===== src/rtl/minx_bus_pkg.sv =====
// Shared definitions for the Pokemon Mini system bus: bus-status codes,
// bus field widths and the bus arbiter state encoding.
package minx_bus_pkg;

  localparam logic [1:0] BUS_COMMAND_IDLE      = 2'b00;
  localparam logic [1:0] BUS_COMMAND_IRQ_READ  = 2'b01;
  localparam logic [1:0] BUS_COMMAND_MEM_WRITE = 2'b10;
  localparam logic [1:0] BUS_COMMAND_MEM_READ  = 2'b11;

  localparam int ADDR_W = 24;
  localparam int DATA_W = 8;

  typedef enum logic [2:0] {
    ARB_IDLE,
    ARB_REQ,
    ARB_GRANT,
    ARB_HANDOFF,
    ARB_RELEASE
  } arb_state_e;

endpackage


===== src/rtl/bus_arbiter_rr_pick.sv =====
// Combinational round-robin picker: the first requester found after index
// 'last' (wrapping around) wins; 'last' itself is checked last.
module rr_pick #(
  parameter int N     = 2,
  parameter int IDX_W = (N > 1) ? $clog2(N) : 1
) (
  input  logic [N-1:0]     req,
  input  logic [IDX_W-1:0] last,
  output logic [N-1:0]     winner,
  output logic [IDX_W-1:0] winner_idx,
  output logic             valid
);

  int cand;

  always_comb begin
    winner     = '0;
    winner_idx = '0;
    valid      = 1'b0;
    cand       = 0;
    for (int k = 1; k <= N; k++) begin
      cand = int'(last) + k;
      if (cand >= N) cand = cand - N;
      if (!valid && req[cand]) begin
        winner[cand] = 1'b1;
        winner_idx   = IDX_W'(cand);
        valid        = 1'b1;
      end
    end
  end

endmodule


===== src/rtl/bus_arbiter.sv =====
// Shares the system bus between the s1c88 CPU and N secondary masters using
// the CPU bus_request/bus_ack handshake, round-robin fairness and a hold limit.
module bus_arbiter
  import minx_bus_pkg::*;
#(
  parameter int N_MASTERS = 2,
  parameter int MAX_HOLD  = 4096
) (
  input  logic                      clk,
  input  logic                      reset,
  input  logic [N_MASTERS-1:0]      req,
  output logic [N_MASTERS-1:0]      gnt,
  output logic                      cpu_bus_request,
  input  logic                      cpu_bus_ack,
  input  logic [23:0]               cpu_address,
  input  logic [7:0]                cpu_data_out,
  input  logic                      cpu_read,
  input  logic                      cpu_write,
  input  logic [1:0]                cpu_bus_status,
  input  logic [N_MASTERS*24-1:0]   m_address,
  input  logic [N_MASTERS*8-1:0]    m_data_out,
  input  logic [N_MASTERS-1:0]      m_read,
  input  logic [N_MASTERS-1:0]      m_write,
  input  logic [N_MASTERS*2-1:0]    m_bus_status,
  output logic [23:0]               address_out,
  output logic [7:0]                data_out,
  output logic                      read,
  output logic                      write,
  output logic [1:0]                bus_status,
  output logic                      preempt
);

  localparam int IDX_W  = (N_MASTERS > 1) ? $clog2(N_MASTERS) : 1;
  localparam int HOLD_W = $clog2(MAX_HOLD + 1);
  localparam logic [HOLD_W-1:0] HOLD_MAX = HOLD_W'(MAX_HOLD);

  arb_state_e             state_q, state_d;
  logic [N_MASTERS-1:0]   gnt_q, gnt_d;
  logic                   cpu_bus_request_q, cpu_bus_request_d;
  logic                   preempt_q, preempt_d;
  logic [HOLD_W-1:0]      hold_q, hold_d;
  logic [IDX_W-1:0]       last_q, last_d;
  logic [IDX_W-1:0]       owner_q, owner_d;

  logic [N_MASTERS-1:0]   pick_onehot;
  logic [IDX_W-1:0]       pick_idx;
  logic                   pick_valid;
  logic                   owner_req;
  logic                   others_pending;

  rr_pick #(
    .N     (N_MASTERS),
    .IDX_W (IDX_W)
  ) u_rr_pick (
    .req        (req),
    .last       (last_q),
    .winner     (pick_onehot),
    .winner_idx (pick_idx),
    .valid      (pick_valid)
  );

  assign owner_req      = |(req & gnt_q);
  assign others_pending = |(req & ~gnt_q);

  always_ff @(posedge clk) begin
    if (reset) begin
      state_q           <= ARB_IDLE;
      gnt_q             <= '0;
      cpu_bus_request_q <= 1'b0;
      preempt_q         <= 1'b0;
      hold_q            <= '0;
      last_q            <= IDX_W'(N_MASTERS - 1);
      owner_q           <= '0;
    end else begin
      state_q           <= state_d;
      gnt_q             <= gnt_d;
      cpu_bus_request_q <= cpu_bus_request_d;
      preempt_q         <= preempt_d;
      hold_q            <= hold_d;
      last_q            <= last_d;
      owner_q           <= owner_d;
    end
  end

  always_comb begin
    state_d   = state_q;
    gnt_d     = gnt_q;
    preempt_d = 1'b0;
    hold_d    = hold_q;
    last_d    = last_q;
    owner_d   = owner_q;

    case (state_q)
      ARB_IDLE: begin
        gnt_d = '0;
        if (|req) state_d = ARB_REQ;
      end

      ARB_REQ: begin
        if (!(|req)) begin
          state_d = ARB_RELEASE;
        end else if (cpu_bus_ack && pick_valid) begin
          state_d = ARB_GRANT;
          gnt_d   = pick_onehot;
          owner_d = pick_idx;
          last_d  = pick_idx;
          hold_d  = HOLD_W'(1);
        end
      end

      // The ack check comes first: a CPU that takes the bus back wins outright.
      ARB_GRANT: begin
        if (!cpu_bus_ack) begin
          state_d = ARB_IDLE;
          gnt_d   = '0;
        end else if (!owner_req) begin
          gnt_d   = '0;
          state_d = others_pending ? ARB_HANDOFF : ARB_RELEASE;
        end else if (hold_q == HOLD_MAX && others_pending) begin
          gnt_d     = '0;
          preempt_d = 1'b1;
          state_d   = ARB_HANDOFF;
        end else if (hold_q != HOLD_MAX) begin
          hold_d = hold_q + HOLD_W'(1);
        end
      end

      ARB_HANDOFF: begin
        gnt_d = '0;
        if (!cpu_bus_ack) begin
          state_d = ARB_IDLE;
        end else if (pick_valid) begin
          state_d = ARB_GRANT;
          gnt_d   = pick_onehot;
          owner_d = pick_idx;
          last_d  = pick_idx;
          hold_d  = HOLD_W'(1);
        end else begin
          state_d = ARB_RELEASE;
        end
      end

      ARB_RELEASE: begin
        gnt_d = '0;
        if (!cpu_bus_ack) state_d = ARB_IDLE;
      end

      default: begin
        state_d = ARB_IDLE;
        gnt_d   = '0;
      end
    endcase

    cpu_bus_request_d = (state_d == ARB_REQ) || (state_d == ARB_GRANT) ||
                        (state_d == ARB_HANDOFF);
  end

  // Bus source follows the registered owner and the live ack so a granted
  // master sees no extra latency; gaps with the CPU off the bus go idle.
  always_comb begin
    address_out = '0;
    data_out    = '0;
    read        = 1'b0;
    write       = 1'b0;
    bus_status  = BUS_COMMAND_IDLE;
    if (!cpu_bus_ack || state_q == ARB_IDLE) begin
      address_out = cpu_address;
      data_out    = cpu_data_out;
      read        = cpu_read;
      write       = cpu_write;
      bus_status  = cpu_bus_status;
    end else if (|gnt_q) begin
      address_out = m_address[int'(owner_q)*ADDR_W +: ADDR_W];
      data_out    = m_data_out[int'(owner_q)*DATA_W +: DATA_W];
      read        = m_read[owner_q];
      write       = m_write[owner_q];
      bus_status  = m_bus_status[int'(owner_q)*2 +: 2];
    end
  end

  assign gnt             = gnt_q;
  assign cpu_bus_request = cpu_bus_request_q;
  assign preempt         = preempt_q;

endmodule


===== config.mk =====
export PLATFORM = sky130hd
export DESIGN_NAME = bus_arbiter
export DESIGN_NICKNAME = d
export VERILOG_FILES = /design/src/rtl/minx_bus_pkg.sv /design/src/rtl/bus_arbiter_rr_pick.sv /design/src/rtl/bus_arbiter.sv
export SDC_FILE = /design/constraint.sdc
export NUM_CORES = 1
export LEC_CHECK = 0
export BUFFER_PORTS_ARGS = -buffer_cell sky130_fd_sc_hd__buf_2
export CELL_PAD_IN_SITES_DETAIL_PLACEMENT = 2
export CELL_PAD_IN_SITES_GLOBAL_PLACEMENT = 2
export CORE_MARGIN = 10
export CORE_UTILIZATION = 21
export DETAILED_ROUTE_END_ITERATION = 7
export MAX_ROUTING_LAYER = met4
export PLACE_DENSITY = 0.94
export RECOVER_POWER = 50
export SETUP_SLACK_MARGIN = 0.02
export SKIP_LAST_GASP = 1
export SLEW_MARGIN = 20
export SYNTH_ARGS = -nofsm -noshare
export SYNTH_HDL_FRONTEND = slang
export SYNTH_SLANG_ARGS = --single-unit

===== constraint.sdc =====
create_clock -name clk -period 3.4 [get_ports clk]
set_input_delay 0.51 -clock clk [delete_from_list [all_inputs] [get_ports clk]]
set_output_delay 0.51 -clock clk [all_outputs]
set_load 0.02 [all_outputs]

=== Yosys cells after proc, flatten, opt, wreduce, memory -nomap -nowiden ===
Cells that the tools add are included.

* RAM bits: 0
* Logic and storage cells: 135
* Output and inout port bits: 40
* Input bits: 113
* Bits in read-only memories: 0
* Memories: 0
* Flip-flop bits (word level): 22
* Bits in latches: 0

* Add/sub/neg operators: 5
* Mux-type cells: 66
* $mul: 1
* Bitwise operators: 7
* Magnitude comparators: 7
* Div/mod/pow operators: 0
* Reductions and logical operators: 21
* Equal/unequal tests: 18
* Shift-type cells: 3

{| class="wikitable"
|+ Operators by type and width
! cell !! count
|-
| $mux 13 || 8
|-
| $ge 32x1->1 const B || 2
|-
| $ge 32x3->1 const B || 2
|-
| $lt 32x3->1 const B || 2
|-
| $mux 32 || 2
|-
| $sub 32x3->32 const B || 2
|-
| $mux 24 || 2
|-
| $shiftx 48x7->24 || 1
|-
| $pmux 13 s3 || 1
|-
| $mux 3 || 10
|-
| $mux 1 || 25
|-
| $mux 2 || 11
|-
| $mux 8 || 2
|-
| $ne 2x2->1 const B || 8
|-
| $shiftx 16x5->8 || 1
|-
| $pmux 3 s5 || 1
|-
| $add 13x1->13 const B || 1
|-
| $eq 13x13->1 const B || 1
|-
| $ne 13x13->1 const B || 1
|-
| $eq 3x2->1 const B || 4
|-
| $reduce_and 9->1 || 1
|-
| $reduce_or 2->1 || 4
|-
| $eq 3x1->1 const B || 2
|-
| $pmux 2 s3 || 1
|-
| other kinds (22) || 33
|}

=== Logic depth before layout (Yosys ltp) ===
Gate-level depths: netlist of run 1.

* Word-level depth: 17
* Gate-level depth with buffers: 6
* Gate-level depth less buffers: 6

=== Hierarchy ===
A second synthesis of run 1 with hierarchy kept.

* Cell total of the unflattened synthesis: 278
* Area, all modules: 2063.2 sq um

{| class="wikitable"
|+ Modules (own cells, without submodules)
! module !! area an instance (sq um) !! cells each !! times used
|-
| bus_arbiter || 2030.7 || 273 || 1
|-
| rr_pick || 32.5 || 5 || 1
|}

=== Worst setup path before layout of run 1 ===
Ideal clock, no wire load.

* Path kind: input-to-output
* Start: input cpu_bus_ack
* End: output address_out[19]
* Required time: 2.890 ns
* Cell stages on the path: 4
* Arrival time: 1.606 ns
* Slack: 1.284 ns
* Cells stage by stage: buf_2 o31ai_2 clkbuf_1 o31ai_1

* Longest elaborated chain between the ends: 3

{| class="wikitable"
|+ Ends and longest elaborated chain
! what !! line !! text
|-
| start: declaration || bus_arbiter.sv:14 || <nowiki>input logic cpu_bus_ack,</nowiki>
|-
| $logic_not 1->1 || bus_arbiter.sv:166 || <nowiki>if (!cpu_bus_ack || state_q == ARB_IDLE) begin</nowiki>
|-
| $logic_or 1x1->1 || bus_arbiter.sv:166 ||
|-
| $mux 24 || bus_arbiter.sv:166 ||
|-
| end: declaration || bus_arbiter.sv:25 || <nowiki>output logic [23:0] address_out,</nowiki>
|}

No other way between the ends.

=== Worst setup path in the final report of run 1 ===
* Start: register state_q[1]
* End: output address_out[18]

* Longest elaborated chain between the ends: 3

{| class="wikitable"
|+ Ends and longest elaborated chain
! what !! line !! text
|-
| start: declaration || bus_arbiter.sv:37 || <nowiki>arb_state_e state_q, state_d;</nowiki>
|-
| start signal: assignment || bus_arbiter.sv:75 || <nowiki>state_q <= state_d;</nowiki>
|-
| $logic_not 3->1 || bus_arbiter.sv:166 ||
|-
| $logic_or 1x1->1 || bus_arbiter.sv:166 ||
|-
| $mux 24 || bus_arbiter.sv:166 ||
|}

No other way between the ends.

==> results of run 1 <==
## Yosys cell counts, types with 2 or more instances
library cell	number
a21o_1	2
a21oi_1	15
and2_1	2
buf_2	7
clkbuf_1	12
dfxtp_1	22
ha_1	2
inv_1	7
mux2i_1	37
nand2_1	46
nand2b_1	3
nand3_1	6
nand4_1	4
nor2_1	4
nor2b_1	5
nor3_1	3
nor4_1	2
o21ai_0	7
o2bb2ai_1	2
o31ai_1	42
or4_1	7
## sequential cells by signal (all words and copies together) (netlist names)
name	count
hold_q	13
state_q	3
gnt	2
cpu_bus_request	1
last_q	1
owner_q	1
preempt	1
## power groups by stage
stage	Sequential (uW)	Clock, uW	Combinational [uW]
final	276	160	294
after global routing	278	179	322
after CTS	276	165	298
after detailed placement	282	0	298
after global placement	281	0	283
after floorplan	276	0	162
## per-stage QoR
stage          power (uW)  std cells  setup WS [ns]  utilization [%]
2_1_floorplan         438        258           1.28                -
3_3_place_gp          564        506          0.875             30.8
3_5_place_dp          579        506          0.709             30.8
4_1_cts               740        509          0.420             31.3
5_1_grt               778        510          0.154             31.2
6_report              731        510          0.403             31.2
## worst min-delay path, stage by stage, from the launching register on
cell and delay, ns:
dfxtp_1 0.34, o31ai_1 0.07, a21oi_1 0.06
## routing by layer
| layer | global-route usage [%] | vias up |
|---|---|---|
| met4 | 1.81 | 0 |
| met5 | - | - |
| li1 | - | 1263 |
| met2 | 28.7 | 96 |
| met3 | 4.79 | 8 |
| met1 | 14.3 | 1256 |
## layout make-up
type | count | area (um^2)
Fill cell | 1101 | 6330
Multi-Input combinational cell | 209 | 1430
Timing Repair Buffer | 156 | 779
Sequential cell | 22 | 442
Tap cell | 111 | 139
Clock buffer | 3 | 41.3
Inverter | 8 | 30.0
Antenna cell | 1 | 2.50
## logic make-up after synthesis
logic type / after synthesis / share of synthesized area, %
xor gates and xnor gates: 1 / 0.444
adders and majority gates: 2 / 1.27
muxes: 37 / 18.8
DFF: 22 / 22.3
and+or+nand+nor: 92 / 24.2
buffers and inverters: 27 / 5.58
AOI/OAI and AO/OA: 77 / 27.4
## final timing paths
| check | to | from | cells after the start |
|---|---|---|---|
| worst max-delay path | address_out[18] | state_q[1]$_SDFF_PP0_ | 5 |
| worst min-delay path | hold_q[9]$_SDFFE_PP0P_ | hold_q[9]$_SDFFE_PP0P_ | 2 |
| worst max register to register | state_q[0]$_SDFF_PP0_ | hold_q[0]$_SDFFE_PP0P_ | 6 |
| worst min register to register | hold_q[9]$_SDFFE_PP0P_ | hold_q[9]$_SDFFE_PP0P_ | 2 |
==> flow_summary.html, run 1 <==
<table>
<tr><th>Metric</th><th>Value</th></tr>
<tr><th colspan="2">Placement</th></tr>
<tr><td>Placed instance area</td><td>2840 um^2</td></tr>
<tr><td>Half-perimeter wire length of the detailed placement result</td><td>9090 um</td></tr>
<tr><td>Number of buffers inserted by port buffering</td><td>152</td></tr>
<tr><td>Final Wtd Congestion</td><td>0.845</td></tr>
<tr><th colspan="2">Timing</th></tr>
<tr><td>Total Neg Setup Slack</td><td>0 ns</td></tr>
<tr><td>Post-route minimum period</td><td>3.00 ns</td></tr>
<tr><td>Share of the clock period used by the worst path</td><td>88.1%</td></tr>
<tr><td>Max Fclk</td><td>0.334 GHz</td></tr>
<tr><td>Setup repair after global routing missed its margin</td><td>no</td></tr>
<tr><td>Worst slew pin tran</td><td>0.931 ns</td></tr>
<tr><td>Relative slew slack</td><td>37.9%</td></tr>
<tr><td>Final-report hold violation count</td><td>0</td></tr>
<tr><td>Fin Hold WS</td><td>0.512 ns</td></tr>
<tr><td>Final setup violation count</td><td>0</td></tr>
<tr><td>Final Skew</td><td>0.00450 ns</td></tr>
<tr><td>Count of pins over their slew limit</td><td>0</td></tr>
<tr><th colspan="2">Synthesis</th></tr>
<tr><td>Fraction of registers with async set/reset</td><td>0%</td></tr>
<tr><td>Cell type contributing the most total cell area after synthesis</td><td>dfxtp_1</td></tr>
<tr><td>Post-synth EDFFs</td><td>0</td></tr>
<tr><td>Number of register bits inferred by synthesis</td><td>22</td></tr>
<tr><td>Syn Area/Cell</td><td>7.65 um^2</td></tr>
<tr><td>Distinct cell type count after synthesis</td><td>42</td></tr>
<tr><td>Share of synthesized area occupied by flip-flops and latches</td><td>22.3%</td></tr>
<tr><td>Biggest area contributors in the synthesized netlist</td><td>dfxtp_1 22%, mux2i_1 19%, o31ai_1 16%</td></tr>
<tr><td>Top cell type's share of synthesized area</td><td>22.3%</td></tr>
<tr><td>Warnings, synthesis</td><td>0</td></tr>
<tr><td>Post-Syn Instances</td><td>258</td></tr>
<tr><td>Ys flop type</td><td>dfxtp_1</td></tr>
<tr><td>Area of the mapped netlist</td><td>1970 um^2</td></tr>
<tr><td>Net count after synthesis</td><td>373</td></tr>
<tr><th colspan="2">Global route</th></tr>
<tr><td>Vias in the first global route</td><td>2746</td></tr>
<tr><td>Global router's overall resource usage</td><td>14.8%</td></tr>
<tr><td>First-pass GRT wire length</td><td>15600 um</td></tr>
<tr><td>Pin count of the biggest net entering global routing</td><td>49</td></tr>
<tr><td>Initial antenna violation count</td><td>1</td></tr>
<tr><td>Total congestion overflow</td><td>0</td></tr>
<tr><th colspan="2">Floorplan</th></tr>
<tr><td>Die span in x</td><td>117 um</td></tr>
<tr><td>Die span in y</td><td>117 um</td></tr>
<tr><td>Starting utilization of the core area</td><td>21.5%</td></tr>
<tr><td>Die Footprint</td><td>13700 um^2</td></tr>
<tr><td>Ports</td><td>153</td></tr>
<tr><td>Number of cell rows</td><td>35</td></tr>
<tr><td>Core area</td><td>9200 um^2</td></tr>
<tr><th colspan="2">Setup path</th></tr>
<tr><td>Crit path buffers/inverters</td><td>2</td></tr>
<tr><td>Arrival time at the worst endpoint</td><td>2.49 ns</td></tr>
<tr><td>Cell Chain, Critical Path</td><td>o31ai_4 -&gt; buf_4 -&gt; nand2_1 -&gt; o31ai_1 -&gt; buf_2</td></tr>
<tr><td>Flop-to-flop setup slack</td><td>1.39 ns</td></tr>
<tr><td>Highest net fanout along the worst path</td><td>48</td></tr>
<tr><td>Category of cells accounting for the largest share of critical-path delay</td><td>compound AO/OA/AOI/OAI gates</td></tr>
<tr><td>Critical Setup Path Class</td><td>reg2out</td></tr>
<tr><td>Crit path launch type</td><td>flop</td></tr>
<tr><td>Required time at the endpoint of the critical path</td><td>2.89 ns</td></tr>
<tr><td>Type of element capturing the critical path</td><td>primary output</td></tr>
<tr><td>Critical Path Max Stage Delay</td><td>0.83 ns</td></tr>
<tr><td>Slowest cell on the critical path</td><td>o31ai_4</td></tr>
<tr><th colspan="2">Final layout</th></tr>
<tr><td>Most common cell after layout, fill and taps aside</td><td>buf_2</td></tr>
<tr><td>Leading cell types in the layout, fill and taps excluded</td><td>143 x buf_2, 46 x nand2_1, 42 x o31ai_1</td></tr>
<tr><td>Relative area change from synthesis to final layout</td><td>45.3%</td></tr>
<tr><td>Total Nets Final</td><td>515</td></tr>
<tr><td>Share of post-route cells with drive strength above 1</td><td>39.2%</td></tr>
<tr><td>Post-route cell area</td><td>2870 um^2</td></tr>
<tr><th colspan="2">Drt</th></tr>
<tr><td>Total routed wirelength</td><td>10700 um</td></tr>
<tr><td>Post-DR vias/cell</td><td>5.14</td></tr>
<tr><td>Post-route ant nets</td><td>0</td></tr>
<tr><td>Residual DRC count</td><td>0</td></tr>
<tr><td>Top routing layer in use</td><td>met4</td></tr>
<tr><td>Met3 routed WL</td><td>1160 um</td></tr>
<tr><td>DRT iter0 DRCs</td><td>149</td></tr>
<tr><td>Routed via count</td><td>2623</td></tr>
<tr><td>Avg WL per Cell</td><td>21.0 um</td></tr>
<tr><td>DRT met1 WL</td><td>3940 um</td></tr>
<tr><td>Pre-antenna DRT Iters</td><td>4</td></tr>
<tr><td>Met2 Routed Length</td><td>5530 um</td></tr>
<tr><th colspan="2">Power and ir drop</th></tr>
<tr><td>Clock power frac</td><td>21.9%</td></tr>
<tr><td>Power density over the cells</td><td>255 nW/um^2</td></tr>
<tr><td>Reported net switching power</td><td>270 uW</td></tr>
<tr><td>Cell internal pwr</td><td>461 uW</td></tr>
<tr><td>Peak supply drop</td><td>0.000177 V</td></tr>
<tr><td>Proportion of power drawn by combinational gates</td><td>40.3%</td></tr>
<tr><td>Sequential power share</td><td>37.8%</td></tr>
<tr><td>Leakage power figure</td><td>0.00125 uW</td></tr>
<tr><td>Switching share of total power</td><td>37.0%</td></tr>
<tr><th colspan="2">Clock tree</th></tr>
<tr><td>Buffers inserted by post-CTS timing repair</td><td>0</td></tr>
<tr><td>CTS Sinks</td><td>22</td></tr>
<tr><td>Clock Tree Buf Depth</td><td>2</td></tr>
<tr><td>TritonCTS clock tree</td><td>yes</td></tr>
<tr><td>Clock buffers created by TritonCTS</td><td>3</td></tr>
<tr><td>Clock edge transition at the registers on the reported setup and hold paths</td><td>0.07 ns</td></tr>
<tr><td>H-Tree Depth</td><td>1</td></tr>
<tr><td>Buffer cell driving the clock tree root</td><td>clkbuf_8</td></tr>
<tr><td>CTS hold repair buffers</td><td>0</td></tr>
<tr><td>Post-CTS sizing</td><td>0</td></tr>
<tr><td>Clock latency on the worst-skew pair</td><td>0.26 ns</td></tr>
<tr><th colspan="2">Worst hold path</th></tr>
<tr><td>Hold Path Class</td><td>reg2reg</td></tr>
<tr><th colspan="2">Job</th></tr>
<tr><td>Number of max-cap violations</td><td>0</td></tr>
<tr><th colspan="2">Run status</th></tr>
<tr><td>Status</td><td>completed</td></tr>
</table>
Note: power is estimated with default switching activity, not from simulation.
==> run 2: changes to the inputs <==
Settings changed: CELL_PAD_IN_SITES_DETAIL_PLACEMENT 2 to 0, CELL_PAD_IN_SITES_GLOBAL_PLACEMENT 2 to 1, CORE_UTILIZATION 21 to 28, PLACE_DENSITY 0.94 to 0.93.
==> flow_summary.html, run 2 (synthesis results as in run 1) <==
<table>
<tr><th>Metric</th><th>Value</th></tr>
<tr><th colspan="2">Final layout</th></tr>
<tr><td>Largest register by flop count</td><td>hold_q</td></tr>
<tr><td>Number of flip-flops in the largest register</td><td>13 (unchanged)</td></tr>
<tr><td>Total Nets Final</td><td>514 (-0.19%)</td></tr>
<tr><td>Relative area change from synthesis to final layout</td><td>44.6%</td></tr>
<tr><td>Antenna fix cells</td><td>0 (-1)</td></tr>
<tr><td>Most common cell after layout, fill and taps aside</td><td>buf_2</td></tr>
<tr><td>Share of post-route cells with drive strength above 1</td><td>39.4% (+0.25 points)</td></tr>
<tr><td>Leading cell types in the layout, fill and taps excluded</td><td>145 x buf_2, 46 x nand2_1, 43 x o31ai_1</td></tr>
<tr><td>Post-route cell area</td><td>2850 um^2 (-0.48%)</td></tr>
<tr><td>Filler Cells Inserted</td><td>725 (-34%)</td></tr>
<tr><th colspan="2">Clock tree</th></tr>
<tr><td>Clock latency on the worst-skew pair</td><td>0.26 ns (about the same)</td></tr>
<tr><td>CTS hold repair buffers</td><td>0 (unchanged)</td></tr>
<tr><td>Buffer cell driving the clock tree root</td><td>clkbuf_8</td></tr>
<tr><td>Buffers inserted by post-CTS timing repair</td><td>0 (unchanged)</td></tr>
<tr><td>Clock buffers created by TritonCTS</td><td>3 (unchanged)</td></tr>
<tr><td>H-Tree Depth</td><td>1 (unchanged)</td></tr>
<tr><td>TritonCTS clock tree</td><td>yes</td></tr>
<tr><td>Clock edge transition at the registers on the reported setup and hold paths</td><td>0.08 ns (about the same)</td></tr>
<tr><td>CTS Sinks</td><td>22 (unchanged)</td></tr>
<tr><td>Post-CTS sizing</td><td>0 (unchanged)</td></tr>
<tr><td>Clock Tree Buf Depth</td><td>2 (unchanged)</td></tr>
<tr><th colspan="2">Timing</th></tr>
<tr><td>Fin Hold WS</td><td>0.500 ns (-0.0118 ns)</td></tr>
<tr><td>Max Fclk</td><td>0.421 GHz (+26%)</td></tr>
<tr><td>Total Neg Setup Slack</td><td>0 ns (unchanged)</td></tr>
<tr><td>Post-route minimum period</td><td>2.38 ns (-0.619 ns)</td></tr>
<tr><td>Final setup violation count</td><td>0 (unchanged)</td></tr>
<tr><td>Final Skew</td><td>0.00189 ns (-0.00262 ns)</td></tr>
<tr><td>Final-report hold violation count</td><td>0 (unchanged)</td></tr>
<tr><td>Setup repair after global routing missed its margin</td><td>no</td></tr>
<tr><td>Relative slew slack</td><td>65.4% (+28 points)</td></tr>
<tr><td>Final worst slack</td><td>1.02 ns (+0.619 ns)</td></tr>
<tr><td>Share of the clock period used by the worst path</td><td>69.9% (-18 points)</td></tr>
<tr><td>Count of pins over their slew limit</td><td>0 (unchanged)</td></tr>
<tr><td>Worst slew pin tran</td><td>0.514 ns (-0.417 ns)</td></tr>
<tr><th colspan="2">Setup path</th></tr>
<tr><td>Reg2Reg Depth</td><td>4 (-2)</td></tr>
<tr><td>Startpoint of the most critical setup path</td><td>state_q[1]$_SDFF_PP0_</td></tr>
<tr><td>Critical Setup Path Class</td><td>reg2out</td></tr>
<tr><td>R2R Path End</td><td>hold_q[3]$_SDFFE_PP0P_</td></tr>
<tr><td>Required time at the endpoint of the critical path</td><td>2.89 ns (about the same)</td></tr>
<tr><td>Timing endpoint of the critical path</td><td>data_out[6]</td></tr>
<tr><td>Crit path launch type</td><td>flop</td></tr>
<tr><td>Arrival time at the worst endpoint</td><td>1.87 ns (-0.62 ns)</td></tr>
<tr><td>Highest net fanout along the worst path</td><td>72 (+50%)</td></tr>
<tr><td>Type of element capturing the critical path</td><td>primary output</td></tr>
<tr><td>Flop-to-flop setup slack</td><td>1.48 ns (+0.09 ns)</td></tr>
<tr><td>Reg-to-reg startpoint</td><td>state_q[1]$_SDFF_PP0_</td></tr>
<tr><th colspan="2">Global route</th></tr>
<tr><td>Global router's overall resource usage</td><td>13.8% (-0.96 points)</td></tr>
<tr><td>Total congestion overflow</td><td>0 (unchanged)</td></tr>
<tr><td>First-pass GRT wire length</td><td>12500 um (-20%)</td></tr>
<tr><td>Initial antenna violation count</td><td>0 (-1)</td></tr>
<tr><td>Pin count of the biggest net entering global routing</td><td>73 (+49%)</td></tr>
<tr><td>Vias in the first global route</td><td>2360 (-14%)</td></tr>
<tr><th colspan="2">Floorplan</th></tr>
<tr><td>Ports</td><td>153 (unchanged)</td></tr>
<tr><td>Die span in y</td><td>104 um (-11%)</td></tr>
<tr><td>Number of cell rows</td><td>30 (-14%)</td></tr>
<tr><td>Die Footprint</td><td>10800 um^2 (-21%)</td></tr>
<tr><td>Core area</td><td>6830 um^2 (-26%)</td></tr>
<tr><td>Die span in x</td><td>104 um (-11%)</td></tr>
<tr><td>Starting utilization of the core area</td><td>28.9% (+7.4 points)</td></tr>
<tr><th colspan="2">Run status</th></tr>
<tr><td>Status</td><td>completed</td></tr>
<tr><th colspan="2">Placement</th></tr>
<tr><td>Placement Setup Slack</td><td>1.30 ns (+0.592 ns)</td></tr>
<tr><td>Final Wtd Congestion</td><td>0.836 (-1.0%)</td></tr>
<tr><td>Placed instance area</td><td>2820 um^2 (-0.49%)</td></tr>
<tr><td>Number of buffers inserted by port buffering</td><td>152 (unchanged)</td></tr>
<tr><td>Half-perimeter wire length of the detailed placement result</td><td>6570 um (-28%)</td></tr>
<tr><th colspan="2">Worst hold path</th></tr>
<tr><td>Cells on Worst Hold Path</td><td>2 (unchanged)</td></tr>
<tr><td>Hold Path Class</td><td>reg2reg</td></tr>
<tr><th colspan="2">Drt</th></tr>
<tr><td>Avg WL per Cell</td><td>16.1 um (-23%)</td></tr>
<tr><td>DRT iter0 DRCs</td><td>216 (+45%)</td></tr>
<tr><td>Routed via count</td><td>2479 (-5.5%)</td></tr>
<tr><td>DRT met1 WL</td><td>3380 um (-14%)</td></tr>
<tr><td>Post-route ant nets</td><td>0 (unchanged)</td></tr>
<tr><td>Post-DR vias/cell</td><td>5.02 (-2.4%)</td></tr>
<tr><td>Pre-antenna DRT Iters</td><td>7 (+3)</td></tr>
<tr><td>Residual DRC count</td><td>0 (unchanged)</td></tr>
<tr><td>Met2 Routed Length</td><td>4000 um (-28%)</td></tr>
<tr><td>Met3 routed WL</td><td>549 um (-53%)</td></tr>
<tr><td>Top routing layer in use</td><td>met4</td></tr>
<tr><td>Total routed wirelength</td><td>7980 um (-26%)</td></tr>
<tr><th colspan="2">Power and ir drop</th></tr>
<tr><td>Leakage power figure</td><td>0.00126 uW (+1.0%)</td></tr>
<tr><td>Power density over the cells</td><td>260 nW/um^2 (+2.1%)</td></tr>
<tr><td>Peak supply drop</td><td>0.000153 V (-14%)</td></tr>
<tr><th colspan="2">Job</th></tr>
<tr><td>Number of max-cap violations</td><td>0 (unchanged)</td></tr>
</table>
==> run 2: cell count changes in the layout (fill, tap and decap cells not counted), sizes merged <==
cell / previous run / this run
clkbuf: 12 / 11
diode: 1 / 0
buf: 147 / 148
==> run 2: report_power, final <==
part | internal, uW | switching, uW | leakage, uW
combinational | 119 | 163 | 0.00105
sequential | 263 | 8.53 | 0.000179
clock | 103 | 85.6 | 0.0000288
==> run 2: area by class of cell <==
type,instances,area (um^2),area share (%)
Multi-Input combinational cell,209,1420,49.8
Timing Repair Buffer,155,787,27.6
Sequential cell,22,442,15.5
Tap cell,96,120,4.21
Clock buffer,4,55.1,1.93
Inverter,8,30.0,1.05
==> run 2: worst min-delay path by stage <==
stage	from	endpoint
2_1_floorplan	hold_q[12]$_SDFFE_PP0P_	hold_q[12]$_SDFFE_PP0P_
3_3_place_gp	hold_q[9]$_SDFFE_PP0P_	hold_q[9]$_SDFFE_PP0P_
3_5_place_dp	hold_q[9]$_SDFFE_PP0P_	hold_q[9]$_SDFFE_PP0P_
4_1_cts	hold_q[9]$_SDFFE_PP0P_	hold_q[9]$_SDFFE_PP0P_
5_1_grt	hold_q[12]$_SDFFE_PP0P_	hold_q[12]$_SDFFE_PP0P_
6_report	hold_q[9]$_SDFFE_PP0P_	hold_q[9]$_SDFFE_PP0P_
==> run 2: per-stage QoR <==
stage          instances  power (uW)  utilization [%]
2_1_floorplan        258         438                -
3_3_place_gp         490         562             41.3
3_5_place_dp         490         566             41.3
4_1_cts              494         753             42.1
5_1_grt              494         791             41.8
6_report             494         743             41.8
==> run 2: critical path, cell delays in order (launching register included) <==
cell	delay, ns
dfxtp_1	0.40
o31ai_1	0.44
buf_12	0.31
nand2_1	0.09
o31ai_1	0.08
clkbuf_1	0.27
==> run 2: routing by layer <==
metal	track usage (%)	up-vias
li1	-	1252
met1	15.9	1128
met2	24.3	92
met3	3.47	7
met4	1.69	0
met5	-	-
